File: config.mk
export PLATFORM = sky130hd
export DESIGN_NAME = multicast_fanout
export DESIGN_NICKNAME = d
export VERILOG_FILES = /design/src/rtl/multicast_fanout.sv
export SDC_FILE = /design/constraint.sdc
export NUM_CORES = 1
export LEC_CHECK = 0
export CORE_AREA = 2 2 247 249
export DETAILED_ROUTE_END_ITERATION = 8
export DIE_AREA = 0 0 249 251
export PLACE_DENSITY = 0.57
export SLEW_MARGIN = 20
export SYNTH_ARGS = -nofsm -noshare
export SYNTH_HDL_FRONTEND = slang
export SYNTH_SLANG_ARGS = --single-unit
export TNS_END_PERCENT = 5
File: constraint.sdc
create_clock -name clk -period 5.51 [get_ports clk]
set_clock_uncertainty 0.15 [all_clocks]
set_input_delay 1.653 -clock clk [delete_from_list [all_inputs] [get_ports clk]]
set_output_delay 1.653 -clock clk [all_outputs]
set_load 0.03 [all_outputs]
File: src/rtl/multicast_fanout.sv
// Egress replicator: buffers {flit, lane mask} in a small FIFO and presents the
// head flit on every masked lane; the head retires once all its lanes accept.
module multicast_fanout #(
  parameter int ValidBitPos = 81,
  parameter int lg_numprocs = 3,
  parameter int PORT_NUM    = 6,
  parameter int DEPTH       = 4,
  parameter int CNT_W       = 16,
  localparam int FlitChildWidth = ValidBitPos + 1 + lg_numprocs
) (
  input  logic                               clk,
  input  logic                               rst,
  input  logic [FlitChildWidth-1:0]          in,
  input  logic [PORT_NUM-1:0]                in_dst_mask,
  input  logic                               in_valid,
  output logic                               in_avail,
  output logic [PORT_NUM*FlitChildWidth-1:0] out,
  output logic [PORT_NUM-1:0]                out_valid,
  input  logic [PORT_NUM-1:0]                out_avail,
  output logic                               drop_zero_mask,
  output logic [CNT_W-1:0]                   sent_count
);

  localparam int FCW    = FlitChildWidth;
  localparam int PTR_W  = $clog2(DEPTH);
  localparam int CNT_FW = $clog2(DEPTH + 1);
  localparam logic [CNT_FW-1:0] FULL = CNT_FW'(DEPTH);
  localparam logic [CNT_FW-1:0] ONE  = CNT_FW'(1);

  typedef enum logic {EMPTY, SERVE} state_t;

  state_t               state, state_nxt;
  logic [FCW-1:0]       flit_mem [DEPTH];
  logic [PORT_NUM-1:0]  mask_mem [DEPTH];
  logic [PTR_W-1:0]     rd_ptr, wr_ptr, rd_next;
  logic [CNT_FW-1:0]    count;
  logic [PORT_NUM-1:0]  pending, pending_nxt, xfer, pend_left;
  logic                 push, store, pop;
  logic [FCW-1:0]       head;

  always_comb begin
    in_avail    = rst && (count != FULL);
    push        = in_valid && in_avail;
    store       = push && (in_dst_mask != '0);
    xfer        = pending & out_avail;
    pend_left   = pending & ~xfer;
    rd_next     = rd_ptr + 1'b1;
    pop         = 1'b0;
    state_nxt   = state;
    pending_nxt = pending;
    case (state)
      EMPTY: begin
        if (store) begin
          state_nxt   = SERVE;
          pending_nxt = in_dst_mask;
        end
      end
      SERVE: begin
        if (pend_left == '0) begin
          pop = 1'b1;
          // The slot after the head may be the one being written right now,
          // so a sole survivor takes its mask straight from the input.
          if (count > ONE) begin
            pending_nxt = mask_mem[rd_next];
          end else if (store) begin
            pending_nxt = in_dst_mask;
          end else begin
            pending_nxt = '0;
            state_nxt   = EMPTY;
          end
        end else begin
          pending_nxt = pend_left;
        end
      end
      default: begin
        state_nxt   = EMPTY;
        pending_nxt = '0;
      end
    endcase
  end

  always_ff @(posedge clk or negedge rst) begin
    if (!rst) begin
      state          <= EMPTY;
      pending        <= '0;
      rd_ptr         <= '0;
      wr_ptr         <= '0;
      count          <= '0;
      drop_zero_mask <= 1'b0;
      sent_count     <= '0;
    end else begin
      state          <= state_nxt;
      pending        <= pending_nxt;
      drop_zero_mask <= push && (in_dst_mask == '0);
      if (store) wr_ptr <= wr_ptr + 1'b1;
      if (pop) begin
        rd_ptr     <= rd_next;
        sent_count <= sent_count + 1'b1;
      end
      case ({store, pop})
        2'b10:   count <= count + 1'b1;
        2'b01:   count <= count - 1'b1;
        default: count <= count;
      endcase
    end
  end

  always_ff @(posedge clk) begin
    if (store) begin
      flit_mem[wr_ptr] <= in;
      mask_mem[wr_ptr] <= in_dst_mask;
    end
  end

  assign head      = flit_mem[rd_ptr];
  assign out_valid = pending;

  always_comb begin
    out = '0;
    for (int unsigned p = 0; p < PORT_NUM; p++) begin
      out[p*FCW +: FCW] = pending[p] ? head : '0;
    end
  end

endmodule

==> flow_metrics.py <==
metrics = {
    "clock_tree": {
        "h-tree-depth": 2,
        "cts_tree": "done",
        "clk_path_buf_depth": 3,
        "postCtsSetupBuffers": 0,
        "clk_pin_slew_ps": 60,
        "cts_root_buf": "clkbuf_16",
        "cts_resized": 0,
        "clkLatencyLatePin_ps": 560,
        "cts_hold_buf": 0,
        "cts_sinks": 395,
        "numCtsBuffers": 42,
    },
    "global_routing": {
        "grt_pass1_vias": 12600,
        "grt-ovfl-total": 0,
        "grt_max_degree": 58,
        "antenna_found_initial": 5,
        "grt_use_total": 0.174,
        "grt_pass1_wl_um": 82500,
    },
    "final_layout": {
        "final_util": 0.452,
        "nNetsFinal": 1947,
        "area_growth_pct": 47.1,
        "layout-drive-gt1-share": 0.108,
        "final_common_cell": "clkdlybuf4s50_1",
        "layout_common_cells": "632 x clkdlybuf4s50_1, 512 x and2_1, 364 x edfxtp_1",
        "fillers": 5321,
    },
    "critical_path": {
        "slowest_delay_ps": 790,
        "cp-start-kind": "flip-flop",
        "required_ps": 3710,
        "crit_path_end_kind": "primary output",
        "cpLargestDelayFamily": "buffers and inverters",
        "crit_path_top_delay_cell": "dfrtp_4",
        "worst-path-buf-inv": 2,
        "path_cells": "buf_4 -> mux4_2 -> and2_1 -> clkdlybuf4s50_1",
        "worstPathMaxFanout": 23,
        "worstPathArrival_ps": 3160,
        "worst-setup-path-type": "flip-flop to primary output",
    },
    "status": {
        "status": "complete, no violations",
    },
    "yosys": {
        "yosys_register_bits": 395,
        "ys_seq_area_frac": 0.636,
        "ys.flop_type": "edfxtp_1",
        "yosysUniqueCellTypes": 51,
        "syn_nets": 1331,
        "syn_area_mm2": 0.0184,
        "syn_inst": 1221,
        "postSynthAreaPerCell_um2": 15.1,
        "ys_warn_count": 0,
        "synthArstFlopShare": 0.0785,
        "synth_edf_count": 364,
    },
    "die": {
        "die_x_um": 249,
        "die_h_um": 251,
        "core_area_mm2": 0.0598,
        "dieArea_mm2": 0.0625,
        "start_util": 0.308,
        "rows": 90,
        "boundaryPins": 634,
    },
    "power": {
        "ir_drop_mv": 0.357,
        "p_per_area_mw_per_mm2": 678,
        "leakage_nw": 9.18,
    },
    "timing": {
        "setup_viol": 0,
        "max_slew_margin": 0.388,
        "slew_violations": 0,
        "rsz0062_at_grt": "false",
        "fin_tns_setup_ps": 0,
        "final-hold-violation-count": 0,
        "fin_crit_sh": 0.900,
        "worstMarginPinSlew_ps": 918,
        "max_freq_mhz": 202,
        "post-route-min-period_ps": 4960,
    },
    "route": {
        "drc_errors": 0,
        "ant_nets": 0,
        "vias": 12300,
        "routed_wl_um": 55900,
        "avgRoutedWirePerCell_um": 21.1,
        "via_per_inst": 4.64,
        "dr.pass1.iters": 4,
        "first_iter_violations": 495,
    },
    "job": {
        "drv_cap": 0,
    },
    "min_path": {
        "hold_path_class": "flip-flop to flip-flop",
    },
    "place": {
        "io_buffers": 633,
        "place_congestion": 0.756,
        "dp_hpwl_um": 38000,
    },
}
## kinds of logic (layout without fill, tap and decap cells)
logic type / after synthesis / count (layout) / share of synthesized area
muxes: 93 / 93 / 0.113
AOI/OAI and AO/OA: 27 / 27 / 0.0117
xor gates and xnor gates: 21 / 21 / 0.0100
and+or+nand+nor: 585 / 585 / 0.201
DFF: 395 / 395 / 0.636
adders and majority gates: 10 / 10 / 0.00680
buffers and inverters: 90 / 738 / 0.0209
other: 0 / 3 / 0
## registers in the layout, indices dropped and copies added, names as in the netlist
| signal | flops |
|---|---|
| count | 3 |
| drop_zero_mask | 1 |
| flit_mem | 340 |
| mask_mem | 24 |
| out_valid | 6 |
| rd_ptr | 2 |
| sent_count | 16 |
| state | 1 |
| wr_ptr | 2 |
## Yosys cell counts, drive strengths merged, types with 2 or more instances
master   instances  area share
and2           516        0.18
edfxtp         364        0.59
mux4            91        0.11
clkbuf          61       0.012
dfrtp           31       0.042
buf             21      0.0068
xnor2           13      0.0062
nand3           11      0.0033
ha              10      0.0068
inv              8      0.0016
xor2             8      0.0038
nand4            7      0.0024
nor2             7      0.0014
nor4             7      0.0052
nand2            6      0.0012
and3             5      0.0017
o21ai            5      0.0014
a32o             4      0.0022
nand2b           4      0.0014
o22ai            4      0.0014
and4             3      0.0014
nor2b            3      0.0010
nor3             3     0.00082
or3              3      0.0010
a221oi           2     0.00095
a22o             2     0.00095
nand3b           2     0.00082
o2bb2ai          2     0.00095
or2              2     0.00068
or3b             2     0.00095
or4              2     0.00082
## per-layer routing
layer  track usage  wire (µm)
met5             0         26
met2         0.317      29700
met1         0.210      22700
met4        0.0521       1150
met3        0.0298       2360
## power by group
group	internal [mW]	switching, mW
registers	3.66	0.486
clock network	1.68	1.12
logic	4.77	6.64
## per-stage QoR
step                      hold WS, ps  power, mW  cell area (µm²)  worst slack [ps]  cells
final                             327       18.4            27100               551   2654
after global routing              362       19.2            27100               378   2653
after CTS                         334       18.6            27000               464   2651
after detailed placement          322       15.8            25700              1050   2575
after global placement            310       15.7            25700              1050   2575
after floorplan                   364       10.8            18400               305   1221
## area by class of cell
cell class | instances | area (µm²) | share of cell area
antenna | 3 | 7.51 | 0.000277
timing repair buffer | 654 | 6620 | 0.245
multi-input combinational | 736 | 6310 | 0.233
clock inverter | 16 | 138 | 0.00509
inverter | 8 | 30.0 | 0.00111
clock buffer | 60 | 1250 | 0.0463
sequential | 395 | 11700 | 0.433
tap | 782 | 978 | 0.0362
## path summary, 6_finish.rpt
kind / start / end / slack, ps / cells past startpoint
setup reg to reg: out_valid[0] / out_valid[2] / 2440 / 5
min in group asynchronous: rst / sent_count[14] / 1420 / 2
max in group asynchronous: rst / rd_ptr[1] / 3440 / 2
setup / recovery: rd_ptr[0] / out[486] / 550 / 4
hold / removal: sent_count[15] / sent_count[15] / 330 / 1
hold reg to reg: sent_count[15] / sent_count[15] / 330 / 1
No activity file was read; power rests on OpenSTA's default activity.
